[config.mk]
export PLATFORM = sky130hd
export DESIGN_NAME = func_loader_flat
export DESIGN_NICKNAME = d
export VERILOG_FILES = /design/src/rtl/func_loader_if.sv /design/src/rtl/func_loader.sv /design/src/flat_wrapper.sv
export SDC_FILE = /design/constraint.sdc
export NUM_CORES = 1
export LEC_CHECK = 0
export CAP_MARGIN = 20
export CORE_MARGIN = 3
export CORE_UTILIZATION = 40
export CTS_BUF_LIST = sky130_fd_sc_hd__clkbuf_2
export CTS_CLUSTER_DIAMETER = 40
export DETAILED_ROUTE_END_ITERATION = 8
export GPL_TIMING_DRIVEN = 0
export HOLD_SLACK_MARGIN = 0.03
export MAX_ROUTING_LAYER = met4
export PLACE_DENSITY = 0.71
export SYNTH_ARGS = -nofsm -noshare
export SYNTH_HDL_FRONTEND = slang
export SYNTH_SLANG_ARGS = --single-unit
[constraint.sdc]
create_clock -name clk -period 2.3 [get_ports clk]
set_input_delay 0.345 -clock clk [delete_from_list [all_inputs] [get_ports clk]]
set_output_delay 0.345 -clock clk [all_outputs]
set_load 0.02 [all_outputs]
[src/rtl/func_loader_if.sv]
// Byte-stream and issue-side signal bundle for func_loader.
// The master drives bytes, hold and flush; the slave returns ready, func, new_func and count.
interface func_loader_if #(
    parameter int DEPTH = 4
);
    logic                     flush;
    logic                     hold;
    logic [7:0]               byte_in;
    logic                     byte_valid;
    logic                     byte_ready;
    logic [23:0]              func;
    logic                     new_func;
    logic [$clog2(DEPTH):0]   count;

    modport master (
        output flush, hold, byte_in, byte_valid,
        input  byte_ready, func, new_func, count
    );

    modport slave (
        input  flush, hold, byte_in, byte_valid,
        output byte_ready, func, new_func, count
    );
endinterface

[src/rtl/func_loader.sv]
// Assembles MSB-first bytes into 24-bit instruction words, queues them, and
// issues one word at a time on func with a new_func pulse spaced by GAP cycles.
module func_loader #(
    parameter int DEPTH = 4,
    parameter int GAP   = 4
) (
    input  logic         clk,
    input  logic         reset,
    func_loader_if.slave bus
);
    localparam int AW = $clog2(DEPTH);
    localparam int CW = AW + 1;
    localparam int GW = (GAP > 1) ? $clog2(GAP) : 1;

    localparam logic [0:0] IDLE = 1'b0;
    localparam logic [0:0] WAIT = 1'b1;

    logic [1:0]    idx;
    logic [15:0]   hi;
    logic [23:0]   mem [DEPTH];
    logic [AW-1:0] wp;
    logic [AW-1:0] rp;
    logic [CW-1:0] cnt;
    logic [0:0]    state;
    logic [GW-1:0] gcnt;
    logic [23:0]   func_q;
    logic          nf_q;

    logic full, empty, accept, push, pop;

    assign full   = (cnt == CW'(DEPTH));
    assign empty  = (cnt == '0);
    // Ready only drops on the word-completing byte; a same-cycle pop does not help.
    assign bus.byte_ready = !((idx == 2'd2) && full);
    assign accept = bus.byte_valid && bus.byte_ready && !bus.flush;
    assign push   = accept && (idx == 2'd2);
    assign pop    = (state == IDLE) && !empty && !bus.hold && !bus.flush;

    assign bus.func     = func_q;
    assign bus.new_func = nf_q;
    assign bus.count    = cnt;

    always_ff @(posedge clk) begin
        if (push) mem[wp] <= {hi, bus.byte_in};
    end

    always_ff @(posedge clk or negedge reset) begin
        if (!reset) begin
            idx    <= 2'd0;
            hi     <= '0;
            wp     <= '0;
            rp     <= '0;
            cnt    <= '0;
            state  <= IDLE;
            gcnt   <= '0;
            func_q <= '0;
            nf_q   <= 1'b0;
        end else if (bus.flush) begin
            idx   <= 2'd0;
            wp    <= '0;
            rp    <= '0;
            cnt   <= '0;
            state <= IDLE;
            gcnt  <= '0;
            nf_q  <= 1'b0;
        end else begin
            if (accept) begin
                case (idx)
                    2'd0:    hi[15:8] <= bus.byte_in;
                    2'd1:    hi[7:0]  <= bus.byte_in;
                    default: ;
                endcase
                idx <= (idx == 2'd2) ? 2'd0 : idx + 2'd1;
            end
            if (push) wp <= wp + AW'(1);
            if (pop)  rp <= rp + AW'(1);
            case ({push, pop})
                2'b10:   cnt <= cnt + CW'(1);
                2'b01:   cnt <= cnt - CW'(1);
                default: ;
            endcase

            case (state)
                IDLE: begin
                    if (pop) begin
                        func_q <= mem[rp];
                        nf_q   <= 1'b1;
                        gcnt   <= GW'(GAP - 1);
                        if (GAP > 1) state <= WAIT;
                    end else begin
                        nf_q <= 1'b0;
                    end
                end
                default: begin
                    nf_q <= 1'b0;
                    gcnt <= gcnt - GW'(1);
                    if (gcnt <= GW'(1)) state <= IDLE;
                end
            endcase
        end
    end
endmodule

[src/flat_wrapper.sv]
// flat-port wrapper written by rule: the top's interface ports become plain ports
module func_loader_flat 
#(
    parameter int DEPTH = 4,
    parameter int GAP   = 4
)
  (clk, reset, bus_flush, bus_hold, bus_byte_in, bus_byte_valid, bus_byte_ready, bus_func, bus_new_func, bus_count);
  func_loader_if #(.DEPTH(DEPTH)) bus_i ();
  input  logic clk;
  input  logic reset;
  input wire logic [$bits(bus_i.flush)-1:0] bus_flush;
  input wire logic [$bits(bus_i.hold)-1:0] bus_hold;
  input wire logic [$bits(bus_i.byte_in)-1:0] bus_byte_in;
  input wire logic [$bits(bus_i.byte_valid)-1:0] bus_byte_valid;
  output wire logic [$bits(bus_i.byte_ready)-1:0] bus_byte_ready;
  output wire logic [$bits(bus_i.func)-1:0] bus_func;
  output wire logic [$bits(bus_i.new_func)-1:0] bus_new_func;
  output wire logic [$bits(bus_i.count)-1:0] bus_count;
  assign bus_i.flush = bus_flush;
  assign bus_i.hold = bus_hold;
  assign bus_i.byte_in = bus_byte_in;
  assign bus_i.byte_valid = bus_byte_valid;
  assign bus_byte_ready = bus_i.byte_ready;
  assign bus_func = bus_i.func;
  assign bus_new_func = bus_i.new_func;
  assign bus_count = bus_i.count;
  func_loader #(.DEPTH(DEPTH), .GAP(GAP)) u_core (.clk(clk), .reset(reset), .bus(bus_i));
endmodule
* Yosys cells after proc, flatten, opt, wreduce, memory -nomap -nowiden
Memory sizes are Yosys's and may differ from the RTL's. A register that Yosys moved wholly into a read port is not among the register bits.
Cells that the tools add are included.
** Cells by class
- Add/sub/neg operators :: 6
- Order comparisons :: 1
- Eq/ne operators :: 5
- Muxes and demuxes :: 20
- Bitwise logic cells :: 2
- Reductions and logical operators :: 22
** Operators with widths (count)
- $mux 2 :: 10
- $reduce_and 3->1 :: 3
- $mux 1 :: 8
- $logic_and 1x1->1 :: 7
- $add 2x1->2 const B :: 3
- $pmux 3 s2 :: 1
- $reduce_bool 2->1 :: 3
- $reduce_bool 3->1 :: 2
- $logic_not 1->1 :: 5
- $eq 2x1->1 const B :: 2
- $eq 2x2->1 const B :: 2
- $add 3x1->3 const B :: 1
- $eq 3x3->1 const B :: 1
- $logic_not 3->1 :: 1
- $mux 3 :: 1
- $sub 3x1->3 const B :: 1
- $le 2x1->1 const B :: 1
- $logic_not 2->1 :: 1
- $not 1->1 :: 2
- $sub 2x1->2 const B :: 1
** Storage, ports and cells
- Register bits after elaboration :: 29
- RAM bits :: 96
- Bits of input ports :: 13
- Output and inout bits :: 29
- Word-level logic and storage cells :: 66
- Memories kept :: 1
** Memories
- u_core.mem :: depth 4, width 24, rd ports 1, clocked after Yosys merged registers in 1, write ports 1, line func_loader.sv:20 : logic [23:0] mem [DEPTH];

* Depth between registers and ports, before layout
- Word-level depth :: 9
- Depth in mapped cells :: 10
- Gate-level depth less buffers :: 7

* Worst setup path after synthesis
No wires, ideal clock.
- Path kind :: input port to flip-flop
- Start point :: input port bus_flush
- End point :: memory u_core.mem[0][0], enable pin
- Library setup time :: 0.383 ns
- Arrival time :: 1.834 ns
- Data required time :: 1.917 ns
- Slack :: 0.083 ns
- Stages :: 5
- Path buffers :: 2
- Path through :: buf_2 > and4bb_2 > buf_6 > a21boi_2 > and2_1
** On the way
- Word-level cells in the longest chain between the ends :: 5
** Ends and longest elaborated chain
- start, declared :: line flat_wrapper.sv:11 : input wire logic [$bits(bus_i.flush)-1:0] bus_flush;
- $logic_not 1->1 :: line func_loader.sv:35 : assign accept = bus.byte_valid && bus.byte_ready && !bus.flush;
- $logic_and 1x1->1 :: line func_loader.sv:35
- $logic_and 1x1->1 :: line func_loader.sv:36 : assign push = accept && (idx == 2'd2);
- $mux 1 :: line func_loader.sv:44 : if (push) mem[wp] <= {hi, bus.byte_in};
- $mux 1 (not written as such) :: line func_loader.sv:44
- end, declared :: line func_loader.sv:20
No other way between the ends.

* Worst setup path in the final report
- Start point :: register u_core.idx[0]
- End point :: memory u_core.mem[3][4], enable pin
** On the way
- Word-level cells in the longest chain between the ends :: 8
** Ends and longest elaborated chain
- start, declared :: line func_loader.sv:18 : logic [1:0] idx;
- start signal, assigned :: line func_loader.sv:73 : idx <= (idx == 2'd2) ? 2'd0 : idx + 2'd1;
- $eq 2x2->1 (*) :: line func_loader.sv:34, func_loader.sv:36
- $logic_and 1x1->1 :: line func_loader.sv:34 : assign bus.byte_ready = !((idx == 2'd2) && full);
- $logic_not 1->1 :: line func_loader.sv:34
- $logic_and 1x1->1 (2 in series) :: line func_loader.sv:35
- $logic_and 1x1->1 (*) :: line func_loader.sv:36
- $mux 1 (*) :: line func_loader.sv:44
- $mux 1 (not written as such) (*) :: line func_loader.sv:44
Mark *: on every way between the ends. The rest lies on a longest branch, timed or not.

==> impl_metrics.yaml <==
synth:
  avgSynthCellArea_um2: 19.67
  synth_fa_ha_area_frac: 0.01399
  synth_edf_count: 96
  seq_area_frac_synth: 0.7133
  synthSimpleGateAreaFrac: 0.03711
  synth_compound_area_frac: 0.01633
  synth_seq_cells: 149
  synth_area_leader_cell: "edfxtp_1"
  netlist.area_leader.share: 0.4885
  yosys.area_share.xor_xnor: 0.008906
  synthMostInstantiatedCell: "edfxtp_1"
  muxShareOfSynthArea: 0.1864
  netlist_instances: 300
  yosys_warnings: 0
  syn_area_um2: 5901
  synthesis.nets: 319
  synthTopCellsByCount: "96 x edfxtp_1, 53 x dfrtp_1, 24 x mux4_2"
  synth_top_family_by_area: "multiplexers"
  yosysUniqueCellTypes: 40
  synth_top_flop_cell: "edfxtp_1"
  ys_top_cells_by_area: "edfxtp_1 49%, dfrtp_1 22%, mux4_2 9.2%, mux2_4 4.6%, mux2_2 4.4%"
  synthArstFlopShare: 0.3557
critical_path:
  regToRegStartpoint: "u_core.idx[0]"
  cp-start-kind: "flop"
  crit_type: "flop to flop"
  path_max_fanout: 13
  r2r-end: "u_core.mem[3][4]"
  r2r_slack_ns: 0.05
  end_kind: "flop"
  r2r_cells: 6
  required_ns: 2.69
  worst_ep_arrival_time_ns: 2.64
floorplanning:
  ios: 42
  core_um2: 14150
  rows: 43
  fp.dieH_um: 127.5
  die_w_um: 127.5
  start_util: 0.4170
  dieArea_um2: 16240
clock_tree:
  insertion_delay_ns: 0.67
  clkSinkCount: 149
  cts_buffer_depth: 2
  tritoncts: "done"
  root_buffer: "clkbuf_2"
  clkTransAtPathRegs_ns: 0.23
  cts_max_level: 4
  cts-buffers-inserted: 17
placed_design:
  place_inst: 526
  gp_congestion: 0.7545
  place_hpwl_um: 6812
  portBuffers: 40
detailed_routing:
  wl_met2_um: 5485
  drt_iter0_drc: 142
  finalWirelength_um: 10470
  drc: 0
  wl_per_cell_um: 18.44
  routed-wl-met3_um: 311
  top_layer: "met4"
  wl_met1_um: 4558
  vias_per_cell: 5.074
  first_pass_iters: 4
  vias: 2882
  drtAntennaViolNets: 0
sta:
  finalSetupViolCount: 0
  finalCritPeriodShare: 0.9798
  hold_viol: 0
  period_minus_slack_ns: 2.253
  tns_ns: 0
  rsz0062_at_grt: "true"
  drv_slew: 0
  skew_ns: 0.03476
  tightest_slew_ns: 1.009
  slew_headroom: 0.3235
  fmax_mhz: 443.8
run_status:
  outcome: "complete, no violations"
final_layout:
  multi_input_area_um2: 1582
  n_fill_cell: 1149
  ff_latch_area_um2: 4212
  fin_nets: 393
  area_growth_pct: 18.89
  drive_above_1_share: 0.3463
  stdcell_count: 568
power:
  p_leak_nw: 2.581
  vdd_ir_drop_max_v: 0.0002664
  powerDensity_nw_per_um2: 771.0
global_route:
  grt_pass1_vias: 3029
  antenna_found_initial: 1
  groute.usage.overall: 0.1426
  grt_pass1_wl_um: 16800
  grt_remaining_overflow: 0
  grt_max_degree: 36
min_path:
  hp-class: "input port to async pin"
flow_run:
  maxCapViolCount: 0
[layout make-up]
class | count | area share
Clock buffer | 17 | 0.01213
Sequential cell | 149 | 0.6003
Buffer | 16 | 0.01766
Inverter | 5 | 0.002675
Multi-Input combinational cell | 130 | 0.2254
Timing Repair Buffer | 55 | 0.08614
Tap cell | 180 | 0.03210
Clock inverter | 15 | 0.02319
Antenna cell | 1 | 0.0003567
[cell usage in the layout (no fill, tap or decap), types with 2 or more instances in the layout]
master           Yosys  final
mux2_4              18     18
clkinv_2             0      4
buf_12               2      3
buf_16               0      4
dlygate4sd3_1        0      2
edfxtp_1            96     96
clkinv_1             0      3
inv_1                5      5
o21ai_0              2      2
nand2_1              3      3
ha_1                 5      5
nor2_1              10      8
clkinvlp_4           0      2
dfrtp_2              0      2
mux4_2              24     24
clkbuf_1             4      3
and2_2               0      4
buf_2                6      7
xnor2_1              6      6
mux2i_1              3      3
dfrtp_1             53     51
a21oi_1              3      3
mux2_2              23     23
buf_6                3      3
clkdlybuf4s50_1      0     38
clkbuf_2             0     18
o31ai_1              2      2
buf_4                0      8
nand3b_1             4      4
nor3_1               4      4
bufinv_16            0      3
clkinv_4             0      2
a31oi_1              2      2
[where the power goes]
part / switching, mW / leakage, nW / total (mW) / internal [mW]
sequential: 0.149 / 1.55 / 3.27 / 3.12
clock: 0.889 / 0.146 / 1.48 / 0.593
combinational: 0.279 / 0.884 / 0.654 / 0.375
[layer usage]
metal / up-vias / GRT usage
met5: - / -
met4: 0 / 0.04732
met3: 7 / 0.03219
met2: 45 / 0.2335
met1: 1513 / 0.1771
li1: 1317 / -
[cells by family (layout without fill, tap and decap cells)]
family	count (synthesis)	in the layout
flip-flops	149	149
AND/OR/NAND/NOR	36	36
adder cells (fa/ha/maj)	6	6
multiplexers	68	68
other	0	1
XOR/XNOR	6	6
AO/OA/AOI/OAI	14	14
buffers and inverters	21	108
[registers in the layout, summed over array words and instances (netlist names)]
name	cells
u_core.state	1
u_core.bus.count	3
u_core.idx	2
u_core.wp	2
u_core.rp	2
u_core.bus.new_func	1
u_core.gcnt	2
u_core.bus.func	24
u_core.mem	96
u_core.hi	16
[worst max path at each step]
stage | startpoint | end | cells after the start
floorplan | bus_flush | u_core.mem[0][0] | 5
global placement | reset | u_core.hi[2] | 1
detailed placement | bus_byte_valid | u_core.mem[2][8] | 6
CTS | u_core.state | u_core.bus.count[2] | 10
global route | u_core.idx[0] | u_core.mem[3][4] | 6
finish | u_core.idx[0] | u_core.mem[3][4] | 6
[through the flow]
step	worst slack [ns]	util	hold WS, ns	cell area, um^2	power, mW
floorplan	0.08310	-	0.04941	5901	3.664
global placement	-1.007	0.4612	0.4796	6526	3.958
detailed placement	-0.6542	0.4706	0.3385	6659	3.993
CTS	0.006793	0.4920	0.07977	6962	5.474
global route	-0.05259	0.4958	0.1060	7015	5.657
finish	0.04651	0.4958	0.1378	7015	5.409
[critical path: stages, from the launching register on]
cell      delay (ns)
dfrtp_1         0.41
buf_2           0.16
and4bb_2        0.31
buf_6           0.13
a21boi_4        0.28
and2_2          0.48
buf_16          0.20
[timing repair]
action                                  in CTS  in global routing
setup buffers                                1                  6
hold endpoints to repair                    55                  0
endpoints found under the setup margin      85                 27
gates resized for setup                     13                  1
pin swaps                                    2                  2
hold buffers                                 2                  0
Power figures use the tool's default switching activity.
